## src/rtl/twos_comp_pkg.sv

```systemverilog
`default_nettype none
// +----------------------------------------------------------------------------+
// | Module : twos_comp_pkg                                                     |
// | Brief  : Shared FSM encodings and default width for the serial negator.    |
// | Rev    : 1.0  initial release                                              |
// +----------------------------------------------------------------------------+
package twos_comp_pkg;

    localparam int DEF_WIDTH = 8;

    localparam logic [1:0] ST_IDLE  = 2'b00;
    localparam logic [1:0] ST_SHIFT = 2'b01;
    localparam logic [1:0] ST_DONE  = 2'b10;

endpackage : twos_comp_pkg
`default_nettype wire

```

## src/rtl/serial_neg_core.sv

```systemverilog
`default_nettype none
// +----------------------------------------------------------------------------+
// | Module : serial_neg_core                                                   |
// | Brief  : 1-bit Mealy two's-complement core (copy until first 1, invert).   |
// | Rev    : 1.0  initial release                                              |
// +----------------------------------------------------------------------------+
module serial_neg_core (
    input  logic clk,
    input  logic rstn,
    input  logic clr,
    input  logic en,
    input  logic neg,
    input  logic bit_in,
    output logic bit_out
);

    logic r_seen_one;

    always_ff @(posedge clk or negedge rstn) begin
        if (!rstn) begin
            r_seen_one <= 1'b0;
        end else if (clr) begin
            r_seen_one <= 1'b0;
        end else if (en) begin
            r_seen_one <= r_seen_one | bit_in;
        end
    end

    // Bits above the lowest set bit are inverted when negating.
    assign bit_out = bit_in ^ (neg & r_seen_one);

endmodule : serial_neg_core
`default_nettype wire

```

## src/rtl/twos_comp_seq_ctrl.sv

```systemverilog
`default_nettype none
// +----------------------------------------------------------------------------+
// | Module : twos_comp_seq_ctrl                                                |
// | Brief  : Word-level valid/ready controller around the serial negator.      |
// | Rev    : 1.0  initial release                                              |
// +----------------------------------------------------------------------------+
module twos_comp_seq_ctrl
    import twos_comp_pkg::*;
#(
    parameter int WIDTH = DEF_WIDTH
) (
    input  logic             clk,
    input  logic             rstn,
    input  logic             s_valid,
    output logic             s_ready,
    input  logic [WIDTH-1:0] s_data,
    input  logic             s_neg,
    output logic             m_valid,
    input  logic             m_ready,
    output logic [WIDTH-1:0] m_data,
    output logic             m_ovf,
    output logic             busy
);

    localparam int               c_cnt_w    = $clog2(WIDTH);
    localparam logic [c_cnt_w-1:0] c_last_bit = c_cnt_w'(WIDTH - 1);

    logic [1:0]         r_state;
    logic               r_live;
    logic [WIDTH-1:0]   r_in_sr;
    logic [WIDTH-1:0]   r_res_sr;
    logic [WIDTH-1:0]   r_m_data;
    logic               r_m_ovf;
    logic               r_neg;
    logic [c_cnt_w-1:0] r_cnt;

    logic               w_accept;
    logic               w_shift;
    logic               w_bit;
    logic               w_out_bit;
    logic [WIDTH-1:0]   w_res_next;

    assign w_shift    = (r_state == ST_SHIFT);
    assign w_accept   = s_valid & s_ready;
    assign w_bit      = r_in_sr[0];
    assign w_res_next = {w_out_bit, r_res_sr[WIDTH-1:1]};

    serial_neg_core u_core (
        .clk     (clk),
        .rstn    (rstn),
        .clr     (w_accept),
        .en      (w_shift),
        .neg     (r_neg),
        .bit_in  (w_bit),
        .bit_out (w_out_bit)
    );

    always_ff @(posedge clk or negedge rstn) begin
        if (!rstn) begin
            r_state  <= ST_IDLE;
            r_live   <= 1'b0;
            r_in_sr  <= '0;
            r_res_sr <= '0;
            r_m_data <= '0;
            r_m_ovf  <= 1'b0;
            r_neg    <= 1'b0;
            r_cnt    <= '0;
        end else begin
            r_live <= 1'b1;
            case (r_state)
                ST_IDLE: begin
                    if (w_accept) begin
                        r_in_sr <= s_data;
                        r_neg   <= s_neg;
                        r_cnt   <= '0;
                        r_state <= ST_SHIFT;
                    end
                end
                ST_SHIFT: begin
                    r_in_sr  <= r_in_sr >> 1;
                    r_res_sr <= w_res_next;
                    if (r_cnt == c_last_bit) begin
                        r_m_data <= w_res_next;
                        // With neg and a set bit, out_bit is 1 only if no earlier 1 was seen.
                        r_m_ovf  <= r_neg & w_bit & w_out_bit;
                        r_state  <= ST_DONE;
                    end else begin
                        r_cnt <= r_cnt + c_cnt_w'(1);
                    end
                end
                ST_DONE: begin
                    if (m_ready) begin
                        r_state <= ST_IDLE;
                    end
                end
                default: r_state <= ST_IDLE;
            endcase
        end
    end

    assign s_ready = r_live & (r_state == ST_IDLE);
    assign m_valid = (r_state == ST_DONE);
    assign busy    = w_shift | m_valid;
    assign m_data  = r_m_data;
    assign m_ovf   = r_m_ovf;

endmodule : twos_comp_seq_ctrl
`default_nettype wire
```

## config.mk

```make
export PLATFORM = sky130hd
export DESIGN_NAME = twos_comp_seq_ctrl
export DESIGN_NICKNAME = d
export VERILOG_FILES = /design/src/rtl/twos_comp_pkg.sv /design/src/rtl/serial_neg_core.sv /design/src/rtl/twos_comp_seq_ctrl.sv
export SDC_FILE = /design/constraint.sdc
export NUM_CORES = 1
export LEC_CHECK = 0
export CORE_AREA = 2 2 57 59
export CTS_BUF_LIST = sky130_fd_sc_hd__clkbuf_2 sky130_fd_sc_hd__clkbuf_4 sky130_fd_sc_hd__clkbuf_8
export DETAILED_ROUTE_END_ITERATION = 10
export DIE_AREA = 0 0 59 61
export PLACE_DENSITY_LB_ADDON = 0.05
export SYNTH_ARGS = -nofsm -noshare
export SYNTH_HDL_FRONTEND = slang
export SYNTH_SLANG_ARGS = --single-unit
```

## constraint.sdc

```tcl
create_clock -name clk -period 2.6 [get_ports clk]
set_input_delay 0.52 -clock clk [delete_from_list [all_inputs] [get_ports clk]]
set_output_delay 0.52 -clock clk [all_outputs]
set_load 0.02 [all_outputs]
```

==> out/metrics.yaml <==
clocking:
  clock_path_buffers: 2
  clk_pin_slew_ns: 0.10
  htree_levels: 2
  cts_tree: "built"
  cts_resized: 0
  hold_buffers: 0
  worstSkewPairLatency_ns: 0.33
  cts_root_buffer: "clkbuf_4"
  cts_setup_buffers: 0
  clock_sinks: 32
  cts_buffers: 5
synthesis:
  syn-num-nets: 126
  syn_avg_cell_area_sq_um: 13.68
  ys_ff_latch: 32
  synth_cell_type_count: 21
  netlist_area_sq_um: 1464
  yosysSeqAreaShare_pct: 54.70
  ys_warn_count: 0
  synthCells: 107
route:
  routed_wl_microns: 2293
  drcViolationCount: 0
  detail-route-antenna-nets: 0
  dr.pass1.iters: 3
  drtIter0Drc: 19
  viasPerCell: 5.146
  vias: 880
  wl_per_cell_microns: 13.41
sta:
  finalSetupViolCount: 0
  final_hold_viol_count: 0
  rsz0062_at_grt: "false"
  max_freq_mhz: 411.6
  finalCriticalPeriod_ns: 2.430
  finalCritPeriodShare_pct: 93.44
  tightest_slew_ns: 0.5093
  slew_headroom_pct: 66.04
  setup_tns_ns: 0
  report.final.slew_viol_count: 0
  skew_ns: 0.005092
worst_setup_path:
  crit_chain: "inv_1, ha_2, and2_2, clkdlybuf4s50_1"
  cp.arrival_ns: 1.91
  endpoint_kind: "primary output"
  required_ns: 2.08
  slowest_stage: "clkdlybuf4s50_1"
  start_kind: "flop"
  max_stage_delay_ns: 0.61
  crit_fanout: 5
  critPathKind: "flop to primary output"
floorplanning:
  start_util_pct: 49.58
  core_area_sq_um: 2953
  num_rows: 20
  io_pins: 25
  die_w_microns: 59
  dieHeight_microns: 61
  fp.dieArea_sq_um: 3599
place:
  post-dp-hpwl_microns: 1649
  place_area_sq_um: 1739
  gp_congestion: 0.7215
  portBuffers: 24
finish:
  drive_above_1_share_pct: 33.33
  area.sequential_sq_um: 800.8
  final.fill_count: 263
  nets: 156
  fin_area_sq_um: 1837
  multiInputGateArea_sq_um: 618.1
  final_common_cell: "dfrtp_1"
  mostFrequentLayoutCells: "32 x dfrtp_1, 29 x mux2_2, 24 x clkdlybuf4s50_1"
  syn2layout_area_growth_pct: 25.47
  diodes: 0
pwr:
  vdd_drop_max_mv: 0.8503
  p_per_area_nw_per_um2: 1088
  leakagePower_uw: 0.0008204
grt:
  grt_max_degree: 33
  overflow: 0
  antenna_found_initial: 0
  grt_use_total_pct: 14.88
  grt_pass1_vias: 856
  grt_pass1_wl_microns: 3877
job:
  maxCapViolations: 0
run_status:
  outcome: "finished clean"
worst_hold_path:
  hold_class: "flop to flop"
## path summary, 6_finish.rpt
| check | from | endpoint | slack (ns) | cells after the start |
|---|---|---|---|---|
| max in group asynchronous | rstn | m_data[5]$_DFFE_PN0P_ | 1.74 | 2 |
| max reg2reg | r_state[1]$_DFFE_PN0P_ | r_in_sr[5]$_DFFE_PN0P_ | 0.58 | 5 |
| min in group asynchronous | rstn | r_in_sr[7]$_DFFE_PN0P_ | 0.58 | 2 |
| min | m_ovf$_DFFE_PN0P_ | m_ovf$_DFFE_PN0P_ | 0.50 | 2 |
| min reg2reg | m_ovf$_DFFE_PN0P_ | m_ovf$_DFFE_PN0P_ | 0.50 | 2 |
| max | r_state[0]$_DFFE_PN0P_ | s_ready | 0.17 | 4 |
## power breakdown
part	switching (uW)	internal (uW)
Combinational	356	449
Clock	163	255
Sequential	104	671
Total	623	1380
## sequential cells by signal (all words and copies together), names as in the netlist
name and flops:
m_data 8, m_ovf 1, r_cnt 3, r_in_sr 8, r_live 1, r_neg 1, r_res_sr 7, r_state 2
u_core.r_seen_one 1
## critical path, delay by kind of cell (launching register included)
kind,cells,cell delay [ns]
buffers and inverters,2,0.73
adder cells (fa/ha/maj),1,0.25
AND/OR/NAND/NOR,1,0.19
flip-flops,1,0.42
## through the flow
stage | cells | util, % | power, uW | hold slack (ns) | setup slack (ns)
floorplan | 107 | - | 1402 | 0.2244 | 0.9996
global placement | 163 | 58.90 | 1562 | 0.4742 | 0.5438
detailed placement | 163 | 58.90 | 1597 | 0.4802 | 0.4928
CTS | 171 | 62.12 | 2030 | 0.5023 | 0.09142
global route | 171 | 62.20 | 2137 | 0.5342 | 0.07112
finish | 171 | 62.20 | 1998 | 0.4968 | 0.1705
## cells in the mapped netlist
library cell / number / area share, %
nand3b_1: 1 / 0.51
o21ai_0: 4 / 1.4
nor2_1: 3 / 0.77
o21ai_4: 1 / 1.1
xor2_1: 1 / 0.60
buf_6: 1 / 0.77
nand2_1: 6 / 1.5
mux2_2: 29 / 22
a21boi_4: 1 / 1.3
dfrtp_1: 32 / 55
a221oi_2: 1 / 1.0
inv_1: 7 / 1.8
mux2i_1: 3 / 2.1
buf_2: 2 / 0.68
conb_1: 1 / 0.26
a21oi_1: 3 / 1.0
a211oi_2: 1 / 0.85
and2_2: 1 / 0.51
nand3_1: 2 / 0.68
ha_1: 6 / 5.1
mux2_4: 1 / 1.0
## cell type report
type,instances,share of cell area (%)
repair buffers,26,13.90
flip-flops and latches,32,43.60
well taps,33,2.248
clock inverters,1,1.635
inverters,7,1.431
multi-input cells,65,33.65
clock buffers,7,3.542
## kinds of logic after synthesis
group                      count (synthesis)  synth area share (%)
other                                      1                0.2562
buffers and inverters                     10                 3.248
muxes                                     33                 25.38
xor gates and xnor gates                   1                0.5984
adders and majority gates                  6                 5.128
DFF                                       32                 54.70
and+or+nand+nor                           13                 4.017
AOI/OAI and AO/OA                         11                 6.666
## metal layers
metal  GRT usage (%)  vias to the layer above  wire, microns
li1                -                      429              -
met1           18.12                      423           1053
met3           5.757                        4            127
met4           5.844                        0             30
met5               0                        -              0
met2           23.97                       24           1081
Note: power is estimated with default switching activity, not from simulation.
